## src/rtl/wsg_voice_mixer.sv

```systemverilog
// wsg_voice_mixer: multi-voice wavetable sound generator.
// CPU-written per-voice frequency/volume/waveform registers. On every sample
// tick an FSM walks the voices (accumulate phase, fetch ROM sample, scale by
// volume, add), then publishes one saturated mixed sample.
// Optional build macro WSG_LEGACY_MAP_EN selects the original arcade register
// map (requires NUM_VOICES == 3); by default a linear 8-byte-per-voice map
// starting at BASE_ADDR is decoded.
module wsg_voice_mixer #(
    parameter int          NUM_VOICES = 3,
    parameter int          ACC_W      = 20,
    parameter int          OUT_W      = 10,
    parameter logic [15:0] BASE_ADDR  = 16'h5040
) (
    input  logic             clk,
    input  logic             rst,
    input  logic             wr_en,
    input  logic [15:0]      ram_addr,
    input  logic [7:0]       cpu_data,
    input  logic             sample_tick,
    output logic [7:0]       rom_addr,
    input  logic [3:0]       rom_data,
    output logic [OUT_W-1:0] sample_out,
    output logic             sample_valid,
    output logic             busy,
    output logic             overrun
);

    localparam int VC_W  = (NUM_VOICES > 1) ? $clog2(NUM_VOICES) : 1;
    localparam int SUM_W = 8 + $clog2(NUM_VOICES) + 1;
    localparam int NIB_N = ACC_W / 4;
    localparam int CMP_W = (SUM_W > OUT_W) ? SUM_W : OUT_W;
    localparam logic [VC_W-1:0] LAST_VC = VC_W'(NUM_VOICES - 1);

    typedef enum logic [2:0] {IDLE, ACC, ROM, MAC, DONE} state_t;

    state_t state, state_nx;

    logic [ACC_W-1:0] freq [NUM_VOICES];
    logic [3:0]       vol  [NUM_VOICES];
    logic [2:0]       wave [NUM_VOICES];
    logic [ACC_W-1:0] acc  [NUM_VOICES];

    logic [VC_W-1:0]  vc;
    logic [SUM_W-1:0] sum;
    logic [ACC_W-1:0] acc_nx;
    logic [7:0]       prod;

    logic [NUM_VOICES-1:0] sel_freq, sel_vol, sel_wave;
    logic [2:0]            sel_nib;

    // Only the low nibble of CPU data is ever stored.
    logic unused_cpu_bits;
    assign unused_cpu_bits = ^cpu_data[7:4];

    // Clamp the wide mix sum to the largest representable output code.
    function automatic logic [OUT_W-1:0] sat_out(input logic [SUM_W-1:0] s);
        logic [CMP_W-1:0] wide;
        wide = CMP_W'(s);
        if (wide > CMP_W'({OUT_W{1'b1}}))
            return '1;
        else
            return wide[OUT_W-1:0];
    endfunction

`ifdef WSG_LEGACY_MAP_EN
    if (NUM_VOICES != 3) begin : g_legacy_voice_check
        $error("wsg_voice_mixer: legacy register map requires NUM_VOICES == 3");
    end

    // Arcade map: fixed addresses; voices 1/2 have no writable freq nibble 0.
    always_comb begin
        sel_freq = '0;
        sel_vol  = '0;
        sel_wave = '0;
        sel_nib  = '0;
        if (wr_en) begin
            case (ram_addr)
                16'h5045: sel_wave[0] = 1'b1;
                16'h504A: sel_wave[1] = 1'b1;
                16'h504F: sel_wave[2] = 1'b1;
                16'h5055: sel_vol[0]  = 1'b1;
                16'h505A: sel_vol[1]  = 1'b1;
                16'h505F: sel_vol[2]  = 1'b1;
                16'h5050, 16'h5051, 16'h5052, 16'h5053, 16'h5054: begin
                    sel_freq[0] = 1'b1;
                    sel_nib     = ram_addr[2:0];
                end
                16'h5056, 16'h5057, 16'h5058, 16'h5059: begin
                    sel_freq[1] = 1'b1;
                    sel_nib     = 3'(ram_addr[3:0] - 4'd5);
                end
                16'h505B, 16'h505C, 16'h505D, 16'h505E: begin
                    sel_freq[2] = 1'b1;
                    sel_nib     = 3'(ram_addr[3:0] - 4'd10);
                end
                default: ;
            endcase
        end
    end
`else
    logic [15:0] rel;
    assign rel = ram_addr - BASE_ADDR;

    // Linear map: voice = (addr-BASE)/8, register = (addr-BASE)%8.
    always_comb begin
        sel_freq = '0;
        sel_vol  = '0;
        sel_wave = '0;
        sel_nib  = '0;
        if (wr_en && (ram_addr >= BASE_ADDR)) begin
            for (int v = 0; v < NUM_VOICES; v++) begin
                if (rel[15:3] == 13'(v)) begin
                    if (rel[2:0] == 3'd5)
                        sel_vol[v] = 1'b1;
                    else if (rel[2:0] == 3'd6)
                        sel_wave[v] = 1'b1;
                    else if (int'(rel[2:0]) < NIB_N) begin
                        sel_freq[v] = 1'b1;
                        sel_nib     = rel[2:0];
                    end
                end
            end
        end
    end
`endif

    // CPU register file; writes land on the next edge regardless of FSM state.
    always_ff @(posedge clk) begin
        if (rst) begin
            for (int v = 0; v < NUM_VOICES; v++) begin
                freq[v] <= '0;
                vol[v]  <= '0;
                wave[v] <= '0;
            end
        end else begin
            for (int v = 0; v < NUM_VOICES; v++) begin
                if (sel_freq[v]) begin
                    for (int n = 0; n < NIB_N; n++)
                        if (int'(sel_nib) == n)
                            freq[v][4*n +: 4] <= cpu_data[3:0];
                end
                if (sel_vol[v])
                    vol[v] <= cpu_data[3:0];
                if (sel_wave[v])
                    wave[v] <= cpu_data[2:0];
            end
        end
    end

    // FSM state register.
    always_ff @(posedge clk) begin
        if (rst)
            state <= IDLE;
        else
            state <= state_nx;
    end

    // FSM next state: three cycles per voice, then one publish cycle.
    always_comb begin
        state_nx = state;
        case (state)
            IDLE:    if (sample_tick) state_nx = ACC;
            ACC:     state_nx = ROM;
            ROM:     state_nx = MAC;
            MAC:     state_nx = (vc == LAST_VC) ? DONE : ACC;
            DONE:    state_nx = IDLE;
            default: state_nx = IDLE;
        endcase
    end

    assign busy   = (state != IDLE);
    assign acc_nx = acc[vc] + freq[vc];
    assign prod   = {4'b0, rom_data} * {4'b0, vol[vc]};

    // Voice datapath: phase accumulate, ROM address, multiply-accumulate, publish.
    always_ff @(posedge clk) begin
        if (rst) begin
            for (int v = 0; v < NUM_VOICES; v++)
                acc[v] <= '0;
            vc           <= '0;
            sum          <= '0;
            sample_out   <= '0;
            rom_addr     <= '0;
            sample_valid <= 1'b0;
            overrun      <= 1'b0;
        end else begin
            sample_valid <= 1'b0;
            overrun      <= sample_tick && (state != IDLE);
            case (state)
                IDLE: begin
                    if (sample_tick) begin
                        sum <= '0;
                        vc  <= '0;
                    end
                end
                ACC: begin
                    acc[vc]  <= acc_nx;
                    rom_addr <= {wave[vc], acc_nx[ACC_W-1 -: 5]};
                end
                MAC: begin
                    sum <= sum + SUM_W'(prod);
                    if (vc != LAST_VC)
                        vc <= vc + VC_W'(1);
                end
                DONE: begin
                    sample_out   <= sat_out(sum);
                    sample_valid <= 1'b1;
                end
                default: ;
            endcase
        end
    end

endmodule

```

## config.mk

```make
export PLATFORM = sky130hd
export DESIGN_NAME = wsg_voice_mixer
export DESIGN_NICKNAME = d
export VERILOG_FILES = /design/src/rtl/wsg_voice_mixer.sv
export SDC_FILE = /design/constraint.sdc
export NUM_CORES = 1
export LEC_CHECK = 0
export CORE_UTILIZATION = 60
export DETAILED_ROUTE_END_ITERATION = 10
export PLACE_DENSITY = 0.8
export SLEW_MARGIN = 20
export SYNTH_ARGS = -nofsm -noshare
export SYNTH_HDL_FRONTEND = slang
export SYNTH_SLANG_ARGS = --single-unit
```

## constraint.sdc

```tcl
create_clock -name clk -period 4.7 [get_ports clk]
set_input_delay 0.47 -clock clk [delete_from_list [all_inputs] [get_ports clk]]
set_output_delay 0.47 -clock clk [all_outputs]
set_load 0.01 [all_outputs]
```

* Word level (Yosys, flattened, before mapping)
Memory sizes are Yosys's and may differ from the RTL's. A register that Yosys moved wholly into a read port is not among the register bits.
Index checks and enable logic that the tools add are counted.
** Word-level totals
- Bits in registers :: 36
- Latch bits :: 0
- RAM bits :: 141
- Bits in read-only memories :: 0
- Input bits :: 32
- Word-level logic and storage cells :: 210
- Memories kept :: 4
** Operators by class
- Add/subtract/negate cells :: 4
- $mul :: 1
- Divide/modulo/power cells :: 0
- $lt $le $gt $ge :: 3
- Eq/ne operators :: 16
- Shift operators :: 0
- Muxes and demuxes :: 144
- Bitwise operators :: 21
- Reduce and logical (&&, ||, !) cells :: 10
** Memory list
- acc :: depth 3, width 20, read ports 1, clocked after Yosys merged registers in 1, write ports 3, RTL line 41 : logic [ACC_W-1:0] acc [NUM_VOICES];
- freq :: depth 3, width 20, read ports 1, clocked after Yosys merged registers in 1, write ports 3, RTL line 38 : logic [ACC_W-1:0] freq [NUM_VOICES];
- vol :: depth 3, width 4, read ports 1, clocked after Yosys merged registers in 1, write ports 3, RTL line 39 : logic [3:0] vol [NUM_VOICES];
- wave :: depth 3, width 3, read ports 1, clocked after Yosys merged registers in 1, write ports 3, RTL line 40 : logic [2:0] wave [NUM_VOICES];
** Operators by type and width (number)
- $mux W1 :: 90
- $mux W4 :: 18
- $mux W3 :: 21
- $pmux W11 S2 :: 1
- $or A1 B1 Y1 :: 21
- $add A20 B20 Y20 :: 1
- $mux W20 :: 1
- $reduce_or A20 Y1 :: 1
- $eq A3 B3 Y1 const B :: 6
- $mux W2 :: 9
- $ge A16 B15 Y1 const B :: 1
- $sub A16 B15 Y16 const B :: 1
- $eq A13 B1 Y1 const B :: 1
- $eq A13 B2 Y1 const B :: 1
- $logic_not A13 Y1 :: 1
- $pmux W3 S4 :: 1
- $add A11 B8 Y11 :: 1
- $gt A11 B10 Y1 const B :: 1
- $mux W11 :: 1
- $mux W10 :: 1
- $eq A3 B2 Y1 const B :: 3
- $mul A4 B4 Y8 :: 1
- $logic_not A3 Y1 :: 2
- $ne A2 B2 Y1 const B :: 3
- 10 further kinds :: 11

* Longest topological paths before layout
Gate-level depths: netlist of the first run.
- Word-level depth :: 21
- Mapped depth :: 18
- Mapped depth without buffers :: 16

* Worst setup path after synthesis of the first run
No wires, ideal clock.
- Path kind :: register -> register
- Start point :: register (tool-made name)
- End point :: register sum[9]
- Library setup time :: 121 ps
- Arrival time :: 4146 ps
- Data required time :: 4579 ps
- Setup slack :: 434 ps
- Cell stages (with the launch flop) :: 17
- Buffers on the path :: 2
- Period minus slack after synthesis :: 4266 ps
- Path through :: dfxtp_1 buf_2 buf_2 mux2i_1 o21ai_0 nand2_1 fa_1 fa_1 fa_1 inv_1 ha_1 nor2b_1 o21ai_0 a21oi_1 o31ai_1 a21oi_1 mux2_2
** RTL lines
- to (signal assigned) :: RTL line 201 : sum <= sum + SUM_W'(prod);
- to (decl) :: RTL line 44 : logic [SUM_W-1:0] sum;

==> results of run 1 <==
==> cell usage after synthesis, types with 7 or more instances <==
| cell | number | share of area [%] |
|---|---|---|
| o21ai_1 | 7 | 0.34 |
| o21a_1 | 9 | 0.65 |
| inv_1 | 66 | 2.4 |
| fa_1 | 10 | 1.9 |
| xnor2_1 | 13 | 1.1 |
| o211ai_1 | 8 | 0.58 |
| and3_1 | 10 | 0.60 |
| clkbuf_1 | 29 | 1.1 |
| nand2b_1 | 12 | 0.73 |
| edfxtp_1 | 161 | 47 |
| o21ai_0 | 44 | 2.1 |
| nand3_1 | 20 | 0.97 |
| dfxtp_1 | 38 | 7.4 |
| and2_1 | 21 | 1.3 |
| buf_2 | 8 | 0.39 |
| mux4_2 | 20 | 4.4 |
| nor2_1 | 114 | 4.1 |
| a211oi_1 | 15 | 1.1 |
| nor3_1 | 22 | 1.1 |
| a21o_1 | 10 | 0.73 |
| nor3_2 | 10 | 0.97 |
| nor2b_1 | 7 | 0.42 |
| mux2i_1 | 32 | 3.1 |
| nand2_1 | 69 | 2.5 |
| ha_1 | 43 | 5.2 |
| a21oi_1 | 30 | 1.5 |
==> cell type report <==
type / count / area, µm²
clock buffer: 18 / 429
clock inverter: 14 / 213
fill: 1178 / 5030
inverter: 66 / 248
multi-input combinational: 605 / 4350
sequential: 199 / 5600
tap: 220 / 275
timing repair buffer: 59 / 558
==> cells by family (layout without fill, tap and decap cells) <==
logic type	after synthesis	after routing
AO/OA/AOI/OAI	160	160
XOR/XNOR	20	20
adder cells (fa/ha/maj)	53	53
buffers and inverters	106	157
flip-flops	199	199
multiplexers	55	55
AND/OR/NAND/NOR	317	317
==> registers in the layout (all words and copies together), names as in the netlist, named ones only <==
name          flops
acc              80
freq             60
vol              12
sum              11
sample_out       10
wave              9
rom_addr          8
state             3
vc                2
overrun           1
sample_valid      1
==> tightest hold or removal path: cells and delay by family, from the launching register on <==
| kind | cells | cell delay [ns] |
|---|---|---|
| AO/OA/AOI/OAI | 1 | 0.06 |
| flip-flops | 1 | 0.33 |
| AND/OR/NAND/NOR | 1 | 0.06 |
==> power by group <==
| part | switching, W | internal (W) | total, W |
|---|---|---|---|
| registers | 0.0000424 | 0.00202 | 0.00206 |
| clock network | 0.000674 | 0.000908 | 0.00158 |
| logic | 0.000539 | 0.000352 | 0.000891 |
| total | 0.00126 | 0.00328 | 0.00453 |
==> worst min-delay path by stage <==
| stage | depth (start not counted) | to | start | slack (ns) |
|---|---|---|---|---|
| 2_1_floorplan | 2 | sum[7]$_SDFFE_PP0P_ | sum[7]$_SDFFE_PP0P_ | 0.45 |
| 3_3_place_gp | 2 | sum[7]$_SDFFE_PP0P_ | sum[7]$_SDFFE_PP0P_ | 0.47 |
| 3_5_place_dp | 2 | rom_addr[7]$_SDFFE_PP0N_ | rom_addr[7]$_SDFFE_PP0N_ | 0.47 |
| 4_1_cts | 2 | rom_addr[7]$_SDFFE_PP0N_ | rom_addr[7]$_SDFFE_PP0N_ | 0.48 |
| 5_1_grt | 2 | sum[7]$_SDFFE_PP0P_ | sum[7]$_SDFFE_PP0P_ | 0.51 |
| 6_report | 2 | rom_addr[7]$_SDFFE_PP0N_ | rom_addr[7]$_SDFFE_PP0N_ | 0.49 |
==> per-layer routing <==
layer | share of wire, % | GRT usage (%) | up-vias
met3 | 5.7 | 5.10 | 29
li1 | - | - | 3373
met1 | 42 | 33.0 | 3380
met4 | 2.1 | 9.53 | 0
met5 | 0 | 0 | -
met2 | 50 | 44.6 | 230
==> layout by cell type, fill, tap and decap left out, drive strengths merged, types with 5 or more instances in the layout <==
cell	synthesis	final
buf	11	12
and3	10	10
fa	10	10
xor2	7	7
or2	7	7
ha	43	43
a31oi	5	5
o21ai	51	51
edfxtp	161	161
and2	21	21
a22oi	5	5
mux2i	33	33
dfxtp	38	38
a21o	10	10
inv	66	71
nor2b	7	7
nand2	69	69
clkbuf	29	18
nand2b	12	12
mux4	20	20
o211ai	8	8
nor2	114	114
a211oi	15	15
clkdlybuf4s50	0	47
o21a	9	9
nand3	20	20
or3	5	5
xnor2	13	13
a21oi	30	30
nor3	32	32
==> through the flow <==
step           cell area (µm²)  cells  hold WS, ns  power, W
2_1_floorplan            10300    910        0.449   0.00273
3_3_place_gp             11000   1149        0.468   0.00295
3_5_place_dp             11000   1149        0.466   0.00297
4_1_cts                  11700   1181        0.482   0.00453
5_1_grt                  11700   1181        0.510   0.00470
6_report                 11700   1181        0.489   0.00453
==> run metrics, run 1 <==
status=finished, final reports clean; DIE AREA=between 15000 and 20000 µm²; max frequency=about 240 MHz; syn avg cell area=~11 µm²; number of global-route vias before repair=6960; Critical Path Stages=14; first-pass GRT wire length=~35000 µm; post-synth net total=roughly 1000; GP Congestion=0.821; Reg clk slew, reported paths=approximately 0.08 ns; n_diodes=0; total track usage=26.1%; cell family with most CP delay=adder cells; Die Y-Extent=about 130 µm; Distinct cells, synth=65; fin worst setup slack=between 0.4 and 0.5 ns; Critical Path Sink Type=flop; crit-path cells=mux2i_1, o21ai_0, nand2_1, fa_1, fa_1, fa_1, inv_1, ha_1, nor2b_1, o21ai_0, a21oi_1, o31ai_1, a21oi_1, mux2_2; Area Overhead vs Synth=12.8%; vias per cell=approximately 6; Post-Synth XOR/XNOR Area=~1.8%; worst-margin pin slew=approximately 0.88 ns; kind of critical path=flop to flop; Worst R2R Setup Slack=0.45 ns; Hold/Removal Path Class=flop to flop; Synth Cell Area=between 10000 and 15000 µm²; Post-CTS Setup Bufs=0; total negative slack=0 ns; Num Clock Sinks=approximately 200; WP buf/inv=1; P per Cell Area=approximately 390 nW/µm²; final hold vios=0; post-cts sizing count=0; RSZ-0062 raised after global routing=false; initial DRC count=between 500 and 600; Ys Warns=0; Ports=53; drt first pass iters=5; Initial Util=between 60 and 70%; initial antenna violation count=0; peak supply drop=roughly 320 µV; Final Core Density=69.9%; Slew Limit Headroom=between 40 and 50%; CTS root buf=clkbuf_16; period utilization=roughly 90%; worst reg2reg endpoint=sum[9]$_SDFFE_PP0P_; Max Clock Skew=~0.014 ns; pin count of the biggest net entering global routing=a little over 60; Place WS=0.377 ns; Placeable Area=16700 µm²; Arr. time, crit path=around 4.6 ns; Lkg Pwr=between 4 and 5 nW; die span in x=about 130 µm; share of layout cells above drive strength 1=roughly 9.9%; WP data required=about 5.0 ns; Routed Antenna Nets=0; number of flops mapped to enable cells by yosys=~160; final net count=~1000; post-synthesis simple-gate area fraction=approximately 15%; max-slew violations=0; gr ovfl total=0; CTS tree=yes; CTS Buffer Depth=2; mux cell area share after synthesis=a little under 8%; min Tclk post-route=4.25 ns; cell mode on critical path=fa_1; Routed Wire Length=around 22000 µm; Max stage delay on crit path=0.52 ns; post-DP HPWL=between 15000 and 20000 µm; Crit-path slowest cell=fa_1; crit-path max FO=5; CTS Hold Buffers Added=0; Synth async-reset ratio=0%; Cells after Synth=approximately 900; I/O Buffers=48; Synth Flop Type=edfxtp_1; largest family of logic cells by synthesized area=simple AND/OR/NAND/NOR gates; Yosys reg bits=199; Synth Area in Compound Gates=around a tenth; worst reg2reg path depth=14; register area share after synthesis=a little over half; Clk Latency, worst-skew pair=approximately 0.44 ns; H-tree Lvls=4; Synth Area in Adders=7.13%; total CTS buffers=17; FP Rows=47; DRC=0; routed length per placed instance=~18 µm; Vias=about 7000; Critical Path End=sum[9]$_SDFFE_PP0P_; Setup Viol. Count Final=0; Worst setup SP type=flop; Max-Cap Viols=0
No activity file was read; power rests on OpenSTA's default activity.
==> run 2, diff against run 1 <==
--- a/config.mk
+++ b/config.mk
@@ -9,3 +9,3 @@
 export DETAILED_ROUTE_END_ITERATION = 10
-export PLACE_DENSITY = 0.8
+export PLACE_DENSITY = 0.82
 export SLEW_MARGIN = 20
==> constraint.sdc (replaced) <==
create_clock -name clk -period 4.7 [get_ports clk]
set_input_delay 1.41 -clock clk [delete_from_list [all_inputs] [get_ports clk]]
set_output_delay 1.41 -clock clk [all_outputs]
set_load 0.01 [all_outputs]
==> run 2 against run 1 <==
Sequential share of layout area decreased by 0.39 points. Via count about the same. Wire length rose by 1.7%. Combinational power grew 3.3%. Die area is the same. Critical path depth unchanged. Critical endpoint is now sum[10]$_SDFFE_PP0P_. Fmax down 6.7%. Sequential power about the same. Worst hold slack got worse by 0.021 ns. Clock-buffer cell count is the same. Cell count up 1.7%. Largest power group unchanged.
==> run metrics, run 2 (synthesis results as in run 1) <==
Place WS=-0.466 ns (was 0.377 ns); Hold/Removal Path Class=flop to flop (unchanged); Worst setup SP type=input pin (was flop); Max-Cap Viols=0 (unchanged); peak supply drop=301 µV (was 316 µV); Crit-path slowest cell=fa_1 (unchanged); I/O Buffers=48 (unchanged); final hold vios=0 (unchanged); first-pass GRT wire length=35600 µm (was 35100 µm); Clk Latency, worst-skew pair=0.44 ns (about the same); Die Y-Extent=133 µm (unchanged); total negative slack=0 ns (unchanged); CTS tree=yes (unchanged); Reg clk slew, reported paths=0.08 ns (about the same); min Tclk post-route=4.56 ns (was 4.25 ns); Crit. Startpoint=rom_data[2]; period utilization=97.0% (was 90.5%); share of layout cells above drive strength 1=11.8% (was 9.89%); P per Cell Area=371 nW/µm² (was 388 nW/µm²); number of global-route vias before repair=6954 (was 6960); Num Clock Sinks=199 (unchanged); final net count=1053 (was 1033); drt first pass iters=5 (unchanged); crit-path cells=clkdlybuf4s50_1, nand2_1, fa_1, fa_1, fa_1, inv_1, ha_1, nand3_1, o221ai_2, o41ai_2, buf_4, o21ai_1, mux2_2, nor2_1 (was mux2i_1, o21ai_0, nand2_1, fa_1, fa_1, fa_1, inv_1, ha_1, nor2b_1, o21ai_0, a21oi_1, o31ai_1, a21oi_1, mux2_2); GP Congestion=0.864 (was 0.821); Max Clock Skew=0.00979 ns (was 0.0136 ns); WP buf/inv=3 (was 1); max reg flops=80 (unchanged); Vias=7017 (was 7012); CTS root buf=clkbuf_16 (unchanged); Lkg Pwr=4.34 nW (was 4.28 nW); routed length per placed instance=18.4 µm (about the same); Routed Wire Length=22100 µm (was 21700 µm); hold path startpoint=rom_addr[6]$_SDFFE_PP0N_ (was rom_addr[7]$_SDFFE_PP0N_); most frequent cells in the layout=edfxtp_1, nor2_1, nand2_1, inv_1, clkdlybuf4s50_1 (unchanged); kind of critical path=input pin to flop (was flop to flop); fin worst setup slack=0.141 ns (was 0.445 ns); crit-path max FO=3 (was 5); H-tree Lvls=4 (unchanged); max-slew violations=0 (unchanged); post-cts sizing count=0 (unchanged); Critical Path Sink Type=flop (unchanged); vias per cell=5.84 (was 5.94); DIE AREA=17800 µm² (unchanged); FP Rows=47 (unchanged); status=finished, final reports clean (unchanged); WP data required=5.09 ns (was 5.03 ns); commonest non-fill, non-tap cell in the layout=edfxtp_1 (unchanged); Arr. time, crit path=4.94 ns (was 4.59 ns); Final Core Density=70.5% (was 69.9%); Area Overhead vs Synth=13.7% (was 12.8%); initial antenna violation count=0 (unchanged); gr ovfl total=0 (unchanged); biggest regs=acc: 80 flops, freq: 60 flops, vol: 12 flops (unchanged); Post-Place Cells=1169 (was 1149); hold_ws=0.468 ns (was 0.489 ns); total CTS buffers=17 (unchanged); pin count of the biggest net entering global routing=61 (unchanged); cell family with most CP delay=adder cells (unchanged); # fillers=1210 (was 1178); Post-CTS Setup Bufs=0 (unchanged); max frequency=219 MHz (was 235 MHz); Max stage delay on crit path=0.58 ns (was 0.52 ns); DRC=0 (unchanged); Most flops, register=acc (unchanged); die span in x=133 µm (unchanged); Final Instance Count excl. Fillers=1201 (was 1181); total track usage=26.5% (was 26.1%); Ports=53 (unchanged); Routed Antenna Nets=0 (unchanged); Placeable Area=16700 µm² (unchanged); cell mode on critical path=fa_1 (unchanged); CTS Buffer Depth=2 (unchanged); Slew Limit Headroom=48.5% (was 41.2%); initial DRC count=523 (was 590); n_diodes=0 (unchanged); CTS Hold Buffers Added=0 (unchanged); Initial Util=62.0% (unchanged); worst-margin pin slew=0.772 ns (was 0.880 ns); Setup Viol. Count Final=0 (unchanged); post-DP HPWL=15300 µm (was 15100 µm)
run 2: layer usage:
| layer | vias up | global-route usage, % | share of wire, % |
|---|---|---|---|
| met5 | - | 0 | 0 |
| met3 | 54 | 5.48 | 5.6 |
| met1 | 3345 | 33.2 | 41 |
| met2 | 211 | 44.4 | 50 |
| li1 | 3407 | - | - |
| met4 | 0 | 12.1 | 3.4 |
run 2: per-stage QoR:
stage          cell area [µm²]  power (W)
6_report                 11800    0.00437
5_1_grt                  11800    0.00455
4_1_cts                  11700    0.00436
3_5_place_dp             11200    0.00300
3_3_place_gp             11200    0.00297
2_1_floorplan            10300    0.00273
run 2: final cells by class:
cell class	count	area (µm²)	area share [%]
flip-flops and latches	199	5600	47.6
multi-input cells	605	4370	37.1
repair buffers	79	713	6.06
clock buffers	18	429	3.65
well taps	220	275	2.34
inverters	66	248	2.10
clock inverters	14	135	1.15
run 2: worst reg2reg max path, cell delays in order (launching register included):
cell	delay, ns
dfxtp_2	0.41
mux2i_1	0.11
o21ai_0	0.40
nand2_1	0.15
fa_1	0.58
fa_1	0.44
fa_1	0.51
inv_1	0.04
ha_1	0.30
nand3_1	0.09
o221ai_2	0.23
o41ai_2	0.10
buf_4	0.15
o21ai_1	0.14
mux2_2	0.34
nor2_1	0.07
run 2: power by group:
part           internal (W)  total, W  switching, W
Sequential          0.00202   0.00206     0.0000408
Combinational      0.000374  0.000920      0.000546
Clock              0.000701   0.00139      0.000689
Total               0.00309   0.00437       0.00128
run 2: worst paths after layout:
kind | to | slack, ns | cells after the start
worst max register to register | sum[10]$_SDFFE_PP0P_ | 0.60 | 15
worst min register to register | rom_addr[6]$_SDFFE_PP0N_ | 0.47 | 2
worst min-delay path | rom_addr[6]$_SDFFE_PP0N_ | 0.47 | 2
worst max-delay path | sum[10]$_SDFFE_PP0P_ | 0.14 | 14
==> run 3, diff against run 2 <==
- SLEW_MARGIN: 20 -> not set
- clock period: 4.7 -> 5.17 ns (I/O delays scaled with it)
==> run 3 against run 2 <==
Worst hold slack better by 0.018 ns. Total power down 8.8%. Clock skew down 0.0013 ns. Combinational power down 11%. Register-to-register slack better by 0.39 ns. Critical path depth down 1. Largest cell class unchanged. Highest routed layer unchanged.
==> run metrics, run 3 (synthesis results as in run 1) <==
post-cts sizing count=0 (unchanged); final net count=1041 (was 1053); total CTS buffers=17 (unchanged); P per Cell Area=341 nW/µm² (was 371 nW/µm²); share of layout cells above drive strength 1=10.5% (was 11.8%); post-DP HPWL=15100 µm (was 15300 µm); biggest regs=acc: 80 flops, freq: 60 flops, vol: 12 flops (unchanged); Lkg Pwr=4.28 nW (was 4.34 nW); FP Rows=47 (unchanged); initial DRC count=541 (was 523); initial antenna violation count=0 (unchanged); pin count of the biggest net entering global routing=61 (unchanged); Hold/Removal Path Class=flop to flop (unchanged); Post-CTS Setup Bufs=0 (unchanged); Routed Antenna Nets=0 (unchanged); Power Total=0.00398 W (was 0.00437 W); crit-path max FO=3 (unchanged); Final Core Density=69.9% (was 70.5%); H-tree Lvls=4 (unchanged); max-slew violations=0 (unchanged); Area Overhead vs Synth=12.7% (was 13.7%); commonest non-fill, non-tap cell in the layout=edfxtp_1 (unchanged); CTS root buf=clkbuf_16 (unchanged); first-pass GRT wire length=34500 µm (was 35600 µm); Setup Viol. Count Final=0 (unchanged); DRC=0 (unchanged); fin worst setup slack=0.347 ns (was 0.141 ns); Post-Place Cells=1157 (was 1169); CTS Buffer Depth=2 (unchanged); total track usage=25.9% (was 26.5%); min Tclk post-route=4.82 ns; Slew Limit Headroom=28.0% (was 48.5%); Clk Latency, worst-skew pair=0.45 ns (was 0.44 ns); worst-margin pin slew=1.08 ns (was 0.772 ns); gr ovfl total=0 (unchanged); Routed Wire Length=21600 µm (was 22100 µm); CTS tree=yes (unchanged); Placeable Area=16700 µm² (unchanged); I/O Buffers=48 (unchanged); Arr. time, crit path=5.17 ns (was 4.94 ns); Initial Util=62.0% (unchanged); number of global-route vias before repair=6886 (was 6954); n_diodes=0 (unchanged); Max-Cap Viols=0 (unchanged); max frequency=approximately 210 MHz; DIE AREA=17800 µm² (unchanged); Worst setup SP type=input pin (unchanged); Vias=6993 (was 7017); Ports=53 (unchanged); final hold vios=0 (unchanged); Max Clock Skew=0.00851 ns (was 0.00979 ns); drt first pass iters=5 (unchanged); Reg clk slew, reported paths=0.08 ns (about the same); period utilization=between 90% and 100%; Most flops, register=acc (unchanged); Num Clock Sinks=199 (unchanged); peak supply drop=272 µV (was 301 µV); Critical Path Sink Type=flop (unchanged); most frequent cells in the layout=edfxtp_1, nor2_1, nand2_1, inv_1, clkdlybuf4s50_1 (unchanged); routed length per placed instance=18.2 µm (was 18.4 µm); hold_ws=0.486 ns (was 0.468 ns); Final Instance Count excl. Fillers=1189 (was 1201); CTS Hold Buffers Added=0 (unchanged); RSZ-0062 raised after global routing=false; WP data required=5.51 ns (was 5.09 ns); kind of critical path=input pin to flop (unchanged); max reg flops=80 (unchanged); status=finished, final reports clean (unchanged); Die Y-Extent=133 µm (unchanged); GP Congestion=0.856 (was 0.864); die span in x=133 µm (unchanged); Place WS=-0.142 ns (was -0.466 ns); vias per cell=5.88 (was 5.84)
==> run 3: changes by cell type in the layout (fill, tap and decap cells not counted), moves of 2 or more <==
cell / previous run / this run
o21ai_1: 9 / 7
buf_4: 31 / 19
clkinv_8: 2 / 0
o21ai_0: 42 / 44
==> run 3: where the power goes <==
group	switching (W)	total (W)	internal (W)
Combinational	0.000492	0.000819	0.000327
Clock	0.000608	0.00130	0.000687
Sequential	0.0000372	0.00187	0.00183
Total	0.00114	0.00398	0.00285
==> run 3: metal layers <==
layer  GRT usage [%]  share of wire [%]  vias to the layer above
li1                -                  -                     3392
met3            4.72                4.8                       42
met2            44.8                 51                      186
met5               0                  0                        -
met1            31.8                 41                     3373
met4            11.2                2.9                        0
==> run 3: worst paths after layout <==
check,from,endpoint,slack [ns],depth (start not counted)
worst max-delay path,rom_data[0],sum[9]$_SDFFE_PP0P_,0.35,13
worst max register to register,flop,sum[9]$_SDFFE_PP0P_,0.99,14
worst min register to register,rom_addr[7]$_SDFFE_PP0N_,rom_addr[7]$_SDFFE_PP0N_,0.49,2
worst min-delay path,rom_addr[7]$_SDFFE_PP0N_,rom_addr[7]$_SDFFE_PP0N_,0.49,2
==> run 3: area by class of cell <==
type | instances | area, µm²
clock buffer | 18 | 439
sequential | 199 | 5600
multi-input combinational | 605 | 4350
tap | 220 | 275
clock inverter | 14 | 136
fill | 1228 | 5030
timing repair buffer | 67 | 623
inverter | 66 | 248
==> run 3: critical path, stage by stage <==
cell,delay [ns]
clkdlybuf4s50_1,0.47
nand2_1,0.07
fa_1,0.53
fa_1,0.51
fa_1,0.51
inv_1,0.04
ha_1,0.31
nor2b_1,0.14
o21ai_0,0.19
a21oi_1,0.12
o31ai_1,0.30
a21oi_1,0.14
mux2_2,0.28
==> run 3: through the flow <==
stage | area (µm²) | setup TNS, ns
after CTS | 11700 | 0
final | 11700 | 0
after global routing | 11700 | 0
after global placement | 11100 | -0.144
after floorplan | 10300 | 0
after detailed placement | 11100 | -0.220
